--- config.mk ---
export PLATFORM = sky130hd
export DESIGN_NAME = mips_control_unit
export DESIGN_NICKNAME = d
export VERILOG_FILES = /design/src/rtl/mips_ctrl_pkg.sv /design/src/rtl/mips_main_decoder.sv /design/src/rtl/mips_control_unit.sv
export SDC_FILE = /design/constraint.sdc
export NUM_CORES = 1
export LEC_CHECK = 0
export BUFFER_PORTS_ARGS = -buffer_cell sky130_fd_sc_hd__buf_2
export CORE_AREA = 2 2 39 41
export CTS_CLUSTER_DIAMETER = 60
export DETAILED_ROUTE_END_ITERATION = 8
export DIE_AREA = 0 0 41 43
export SLEW_MARGIN = 20
export SYNTH_ARGS = -nofsm -noshare
export SYNTH_HDL_FRONTEND = slang
export SYNTH_SLANG_ARGS = --single-unit
--- constraint.sdc ---
create_clock -name clk -period 0.8 [get_ports clk]
set_input_delay 0.12 -clock clk [delete_from_list [all_inputs] [get_ports clk]]
set_output_delay 0.12 -clock clk [all_outputs]
set_load 0.05 [all_outputs]
--- src/rtl/mips_ctrl_pkg.sv ---
// Shared definitions for the MIPS main control decoder: opcodes, ALUOp codes
// and the packed control bundle.
package mips_ctrl_pkg;

  localparam int OPC_W   = 6;
  localparam int ALUOP_W = 2;

  localparam logic [OPC_W-1:0] OP_RTYPE = 6'b000000;
  localparam logic [OPC_W-1:0] OP_LW    = 6'b100011;
  localparam logic [OPC_W-1:0] OP_SW    = 6'b101011;
  localparam logic [OPC_W-1:0] OP_BEQ   = 6'b000100;
  localparam logic [OPC_W-1:0] OP_ADDI  = 6'b001000;
  localparam logic [OPC_W-1:0] OP_J     = 6'b000010;

  localparam logic [ALUOP_W-1:0] ALUOP_ADD   = 2'b00;
  localparam logic [ALUOP_W-1:0] ALUOP_SUB   = 2'b01;
  localparam logic [ALUOP_W-1:0] ALUOP_FUNCT = 2'b10;

  // Field order matches the decode table, MSB first.
  typedef struct packed {
    logic               reg_write;
    logic               reg_dst;
    logic               alu_src;
    logic               branch;
    logic               mem_write;
    logic               mem_to_reg;
    logic               jump;
    logic [ALUOP_W-1:0] alu_op;
  } ctrl_t;

endpackage

--- src/rtl/mips_main_decoder.sv ---
// Purely combinational opcode decode into the control bundle plus an
// illegal-opcode flag.
module mips_main_decoder
  import mips_ctrl_pkg::*;
(
  input  logic [OPC_W-1:0] opcode_i,
  output ctrl_t            ctrl_o,
  output logic             illegal_o
);

  // Unknown or X/Z opcodes fall to the default arm: everything off, flagged.
  always_comb begin
    ctrl_o    = '0;
    illegal_o = 1'b0;
    case (opcode_i)
      OP_RTYPE: begin
        ctrl_o.reg_write = 1'b1;
        ctrl_o.reg_dst   = 1'b1;
        ctrl_o.alu_op    = ALUOP_FUNCT;
      end
      OP_LW: begin
        ctrl_o.reg_write  = 1'b1;
        ctrl_o.alu_src    = 1'b1;
        ctrl_o.mem_to_reg = 1'b1;
        ctrl_o.alu_op     = ALUOP_ADD;
      end
      OP_SW: begin
        ctrl_o.alu_src   = 1'b1;
        ctrl_o.mem_write = 1'b1;
        ctrl_o.alu_op    = ALUOP_ADD;
      end
      OP_BEQ: begin
        ctrl_o.branch = 1'b1;
        ctrl_o.alu_op = ALUOP_SUB;
      end
      OP_ADDI: begin
        ctrl_o.reg_write = 1'b1;
        ctrl_o.alu_src   = 1'b1;
        ctrl_o.alu_op    = ALUOP_ADD;
      end
      OP_J: begin
        ctrl_o.jump = 1'b1;
      end
      default: begin
        illegal_o = 1'b1;
      end
    endcase
  end

endmodule

--- src/rtl/mips_control_unit.sv ---
// Main control unit: combinational decode followed by a synchronously cleared
// output register, giving one cycle of latency and no handshake.
module mips_control_unit
  import mips_ctrl_pkg::*;
(
  input  logic               clk,
  input  logic               rst_n,
  input  logic [OPC_W-1:0]   opcode,
  output logic               Jump,
  output logic [ALUOP_W-1:0] ALUOp,
  output logic               MemtoReg,
  output logic               MemWrite,
  output logic               Branch,
  output logic               ALUSrc,
  output logic               RegDst,
  output logic               RegWrite,
  output logic               illegal
);

  ctrl_t ctrl_d, ctrl_q;
  logic  illegal_d, illegal_q;

  mips_main_decoder u_dec (
    .opcode_i  (opcode),
    .ctrl_o    (ctrl_d),
    .illegal_o (illegal_d)
  );

  always_ff @(posedge clk) begin
    if (!rst_n) begin
      ctrl_q    <= '0;
      illegal_q <= 1'b0;
    end else begin
      ctrl_q    <= ctrl_d;
      illegal_q <= illegal_d;
    end
  end

  assign RegWrite = ctrl_q.reg_write;
  assign RegDst   = ctrl_q.reg_dst;
  assign ALUSrc   = ctrl_q.alu_src;
  assign Branch   = ctrl_q.branch;
  assign MemWrite = ctrl_q.mem_write;
  assign MemtoReg = ctrl_q.mem_to_reg;
  assign Jump     = ctrl_q.jump;
  assign ALUOp    = ctrl_q.alu_op;
  assign illegal  = illegal_q;

endmodule

**Word-level counts from Yosys, hierarchy flattened**

Index checks and enable logic that the tools add are counted.

- Equality and inequality tests: 5
- Mux-type cells: 9
- Reductions and logical operators: 4

Operators by type and width:

| cell | count |
|---|---|
| $eq 6x6->1 const B | 2 |
| $mux 1 | 8 |
| $eq 6x2->1 const B | 1 |
| $eq 6x3->1 const B | 1 |
| $eq 6x4->1 const B | 1 |
| $logic_not 6->1 | 1 |
| $reduce_or 3->1 | 2 |
| $reduce_or 6->1 | 1 |
| $pmux 2 s2 | 1 |

- Register bits after elaboration: 10
- Input port bits: 8
- Output and inout bits: 10
- Word-level logic and storage cells: 27

**Depth between registers and ports, before layout**

Gate-level depths: netlist of run 1.

- Word-level depth: 3
- Mapped depth: 3
- Mapped depth without buffers: 3

**Hierarchy**

From an unflattened synthesis of run 1, not the netlist that was laid out.

- Cell total of the unflattened synthesis: 42
- Area total of the unflattened synthesis: 436.7 µm²

By module, submodules not included:

| module | times used | cells each | area an instance (µm²) | sequential area each (µm²) |
|---|---|---|---|---|
| mips_control_unit | 1 | 20 | 262.8 | 200.2 |
| mips_main_decoder | 1 | 22 | 173.9 | 0.0 |

**Worst setup path after synthesis of run 1**

Ideal clock, no wire load.

- Path type: reg2out
- From: reg, netlist name Branch
- To: out ALUOp[0]
- Data arrival time: 894 ps
- Path slack: -214 ps
- Cell stages (with the launch flop): 2
- Path buffers: 1
- Path through: dfxtp_1 -> buf_4

RTL lines:

| element | RTL line | source |
|---|---|---|
| end: declaration | mips_control_unit.sv:10 | `output logic [ALUOP_W-1:0] ALUOp,` |

==> results.toml, run 1 <==
[finish]
drive_above_1_share_pct = 68.4
fillerInstances = 142
final_nets = 66
n_antenna_cell = 0
regArea_um2 = 194
fin_cells = 73
final_area_um2 = 594
layout_commonest_cell = "dfxtp_2"
multiInputGateArea_um2 = 135
synthToLayoutAreaGrowth_pct = 84.1
layout_common_cells = "8 x dfxtp_2, 7 x buf_2, 7 x buf_8"

[timing]
worst_pin_slew_ns = 0.314
slew_viol_final = 0
rsz0062_at_grt = "yes"
period_needed_ns = 0.865
max-slew-margin-rel_pct = 78.9
timing.final.crit_share_pct = 108
clock.fmax_ghz = 1.16
hold_viol = 0
setup_viol = 10
finalWorstSetupSlack_ns = -0.0653
holdWs_ns = 0.101
finalSetupTns_ns = -0.434

[cts]
cts-root-buf = "clkbuf_4"
cts_tree = "built"
htree_num_levels = 1
cts_max_path_buffers = 2
clkTransAtPathRegs_ns = 0.06
postCtsHoldBufs = 0
cts_sinks = 9
cts_buffers = 3

[global_route]
gr-usage-met1_pct = 13.6
top_usage_layer = "met1"
overflow = 0
antenna_found_initial = 0
grt_use_met2_pct = 10.0
grt_pass1_wl_mm = 1.09
grt_pass1_vias = 272
grt_use_total_pct = 9.56
grt_max_degree = 7
use_met3_pct = 3.14

[route]
dr_total_vias = 300
dr.pass1.iters = 4
wl_per_cell_um = 9.03
drt_iter0_markers = 7
drc = 0
routed_via_density = 4.11
totalWireLength_um = 659
final_antenna_net_count = 0

[yosys]
syn_area_um2 = 323
synth_seq_cells = 9
yosys_warnings = 0
postSynthAreaPerCell_um2 = 10.4
yosysSeqAreaShare_pct = 55.8
synth_fp_nets = 39
yosysUniqueCellTypes = 16
synth_cells = 31

[die]
fp.coreArea_mm2 = 0.00138
die_h_um = 43
fp.dieArea_mm2 = 0.00176
start_util_pct = 23.3
io_pins = 18
die_w_um = 41
num_rows = 14

[hold_path]
hp-class = "primary input to flop"

[placed_design]
dp_cells = 69
io_buffers = 17
dpl-instance-area_um2 = 469
gp_congestion = 0.742
hpwl_um = 507

[outcome]
violations = "negative setup slack"
outcome = "complete, but fails checks"

[power_and_ir_drop]
cellLeakagePower_nw = 0.253
power_density_mw_per_mm2 = 1560
vdd_drop_max_v = 0.000707

[worst_setup_path]
cp.buffers_inverters = 1
end_kind = "output port"
cpMaxStageDelayCell = "dfxtp_4"
worstPathCellList = "buf_6"
start_kind = "flop"
worst_path_largest_cell_delay_ns = 0.35
critical_path_required_ns = 0.68
worstPathArrival_ns = 0.75
crit_type = "flop to output port"
crit_family = "flip-flops"
path_max_fanout = 2

[flow_run]
drv_cap = 0
cells in the mapped netlist:
library cell  n  area [um^2]
o21ai_0       2         10.0
a21oi_1       1         5.00
and4b_2       1         11.3
nor3_1        1         5.00
buf_4         1         7.51
a21o_2        1         8.76
or3b_4        1         11.3
nand4b_1      1         8.76
o21a_1        1         7.51
nor2_1        4         15.0
nor4_2        1         12.5
nor3b_1       2         15.0
a21boi_0      1         7.51
nand2_1       3         11.3
nor2b_1       1         6.26
dfxtp_1       9          180
metrics by stage:
stage | power, mW | utilization, % | setup slack (ns)
2_1_floorplan | 0.516 | - | 0.0417
3_3_place_gp | 0.578 | 33.9 | -0.109
3_5_place_dp | 0.579 | 33.9 | -0.130
4_1_cts | 0.935 | 41.9 | -0.0722
5_1_grt | 0.978 | 42.9 | -0.0922
6_report | 0.927 | 42.9 | -0.0653
flip-flops by register name, indices dropped and copies added (netlist names):
name / count
ALUOp: 1
ALUSrc: 1
Branch: 1
Jump: 1
MemWrite: 1
MemtoReg: 1
RegDst: 1
RegWrite: 1
illegal: 1
cells by family after synthesis:
family                 synth area share (%)
buffers and inverters                  2.33
and+or+nand+nor                        29.8
AOI/OAI and AO/OA                      12.0
DFF                                    55.8
layer usage:
layer / routed length [um] / share of wire [%] / up-vias
met3: 43 / 6.5 / 2
met4: 27 / 4.1 / 0
met2: 283 / 43 / 11
met1: 305 / 46 / 126
li1: - / - / 161
met5: 0 / 0 / -
report_power, final:
part | switching [mW] | total, mW | internal [mW]
combinational | 0.0653 | 0.128 | 0.0632
clock | 0.150 | 0.342 | 0.192
sequential | 0.00395 | 0.457 | 0.453
final cells by class:
| cell class | instances | area share, % |
|---|---|---|
| multi-input combinational | 21 | 22.7 |
| clock buffer | 4 | 4.42 |
| sequential | 9 | 32.6 |
| timing repair buffer | 23 | 36.8 |
| tap | 16 | 3.37 |
timing repair:
action	CTS	global route
gates cloned	0	0
setup buffers	0	0
resized for setup	31	4
setup endpoints to repair	10	10
worst paths after layout:
path / slack [ns] / start / endpoint / cells after the start
hold / removal: 0.10 / opcode[1] / ALUOp[1]$_SDFF_PN0_ / 2
setup / recovery: -0.07 / Branch$_SDFF_PN0_ / ALUOp[0] / 1
No activity file was read; power rests on OpenSTA's default activity.
==> run 2: changes to the inputs <==
--- a/config.mk
+++ b/config.mk
@@ -5,6 +5,7 @@
 export SDC_FILE = /design/constraint.sdc
 export NUM_CORES = 1
 export LEC_CHECK = 0
+export ABC_AREA = 1
 export BUFFER_PORTS_ARGS = -buffer_cell sky130_fd_sc_hd__buf_2
 export CORE_AREA = 2 2 39 41
 export CTS_CLUSTER_DIAMETER = 60
==> run 2 against run 1 <==
The run still ends with negative setup slack left. Combinational power fell by 5%. Non-clock buffer count fell by 6. Cell area fell by 0.21%. Highest routed layer is now met3. Largest cell class is now flip-flops and latches. Worst hold slack got worse by 0.0041 ns. Core utilization fell by 0.091 points. Count of clock-buffer cells in the layout did not move.
==> results.toml, run 2 <==
[outcome]
outcome = "complete, but fails checks"
violations = "negative setup slack"

[power_and_ir_drop]
vdd_drop_max_v = 0.000413
internal-power_mw = 0.692
seq_power_share_pct = 50.1
cellLeakagePower_nw = 0.323
power_frac_comb_pct = 13.4
p_clk_share_pct = 36.5
netSwitchingFraction_pct = 24.3
p_switching_mw = 0.222
power_density_mw_per_mm2 = 1540

[timing]
holdWs_ns = 0.0968
setup_viol = 10
hold_viol = 0
clock.fmax_ghz = 1.15
worst_pin_slew_ns = 0.226
finalSetupTns_ns = -0.437
rsz0062_at_grt = "yes"
slew_viol_final = 0
max-slew-margin-rel_pct = 84.8
period_needed_ns = 0.870
timing.final.crit_share_pct = 109
finalWorstSetupSlack_ns = -0.0702

[global_route]
grt_max_degree = 7
overflow = 0
top_usage_layer = "met2"
grt_use_met2_pct = 14.1
grt_use_total_pct = 9.43
gr-usage-met1_pct = 9.94
antenna_found_initial = 0
grt_pass1_wl_mm = 1.10
use_met3_pct = 1.57
grt_pass1_vias = 307

[worst_setup_path]
cp.buffers_inverters = 1
worstPathCellList = "buf_8"
cpMaxStageDelayCell = "dfxtp_4"
crit_path_start = "Branch$_SDFF_PN0_"
worst_path_largest_cell_delay_ns = 0.36
start_kind = "flop"
critical_path_required_ns = 0.68
crit_family = "flip-flops"
path_max_fanout = 2
crit_type = "flop to output port"
end_kind = "output port"
worstPathArrival_ns = 0.75

[finish]
final_area_um2 = 593
final_nets = 76
layout_common_cells = "8 x dfxtp_2, 8 x inv_1, 8 x nand2_1, 8 x buf_8"
n_antenna_cell = 0
post-route-util_pct = 42.9
synthToLayoutAreaGrowth_pct = 63.4
drive_above_1_share_pct = 55.2
fillerInstances = 143

[route]
totalWireLength_um = 623
final_antenna_net_count = 0
drt_iter0_markers = 4
dr_total_vias = 341
dr.pass1.iters = 4
wl_per_cell_um = 7.51
drc = 0
routed_via_density = 4.11

[flow_run]
drv_cap = 0

[hold_path]
hp-class = "primary input to flop"
hold_start = "opcode[1]"
whs_path_depth = 3
hold-path-endpoint = "Jump$_SDFF_PN0_"

[cts]
postCtsHoldBufs = 0
post_cts_resized = 29
cts_buffers = 3
cts-root-buf = "clkbuf_4"
post_cts_buffers = 0
clkTransAtPathRegs_ns = 0.06
cts_sinks = 9
htree_num_levels = 1
cts_tree = "built"
cts_max_path_buffers = 2

[yosys]
synth_top_cell_area_share_pct = 49.7
synth_edf_count = 0
yosysMostFrequentCell = "dfxtp_1"
synth_common_cells = "9 x dfxtp_1, 8 x inv_1, 8 x nand2_1"
yosysSeqAreaShare_pct = 49.7
async_flop_share_pct = 0
synth_area_leaders = "dfxtp_1 50%, inv_1 8.3%, nand2_1 8.3%"
postSynthAreaPerCell_um2 = 7.72
synthFlopType = "dfxtp_1"
syn_area_um2 = 363
yosys_warnings = 0
yosysUniqueCellTypes = 12
synth_cells = 47
synth_top_area_cell = "dfxtp_1"
synth_fp_nets = 55
synth_seq_cells = 9

[die]
start_util_pct = 26.2
fp.dieArea_mm2 = 0.00176
num_rows = 14
die_h_um = 43
die_w_um = 41
fp.coreArea_mm2 = 0.00138
io_pins = 18

[placed_design]
gp_congestion = 0.839
io_buffers = 17
dpl-instance-area_um2 = 464
-- run 2: cell count changes after synthesis, sizes merged, moves of 2 or more --
cell   before  now
inv         0   10
nor3b       2    0
nand2       3    8
nand3       0    6
nor2        4   11
-- run 2: worst max path at each step --
stage	endpoint	slack [ns]	cells past startpoint
finish	ALUOp[0]	-0.07	1
global route	ALUOp[0]	-0.1	1
CTS	ALUOp[0]	-0.08	1
detailed placement	illegal$_SDFF_PN0_	-0.03	5
global placement	illegal$_SDFF_PN0_	-0.02	5
floorplan	ALUOp[0]	0.04	1
-- run 2: layout make-up --
type	instances	area [um^2]	area share (%)
Clock buffer	4	26.3	4.43
Tap cell	16	20.0	3.38
Inverter	10	37.5	6.33
Timing Repair Buffer	17	178	30.0
Sequential cell	9	194	32.7
Multi-Input combinational cell	27	138	23.2
-- run 2: kinds of logic after synthesis --
group	Yosys count	share of synthesized area, %
AO/OA/AOI/OAI	1	1.38
buffers and inverters	11	12.4
flip-flops	9	49.7
AND/OR/NAND/NOR	26	36.6
-- run 2: metal layers --
metal / vias up / share of wire (%)
li1: 178 / -
met1: 147 / 37
met2: 16 / 52
met3: 0 / 10
met4: 0 / 0
met5: - / 0
-- run 2: power groups by stage --
stage | registers (mW) | logic, mW | clock network, mW
3_3_place_gp | 0.464 | 0.108 | 0
5_1_grt | 0.458 | 0.136 | 0.376
3_5_place_dp | 0.464 | 0.110 | 0
6_report | 0.458 | 0.122 | 0.334
4_1_cts | 0.457 | 0.119 | 0.350
2_1_floorplan | 0.490 | 0.0411 | 0
-- run 2: per-stage QoR --
| stage | setup slack, ns | std cells | total power [mW] |
|---|---|---|---|
| after floorplan | 0.0428 | 47 | 0.531 |
| after global placement | -0.0232 | 79 | 0.571 |
| after detailed placement | -0.0283 | 79 | 0.573 |
| after CTS | -0.0812 | 83 | 0.926 |
| after global routing | -0.0984 | 83 | 0.970 |
| final | -0.0702 | 83 | 0.914 |
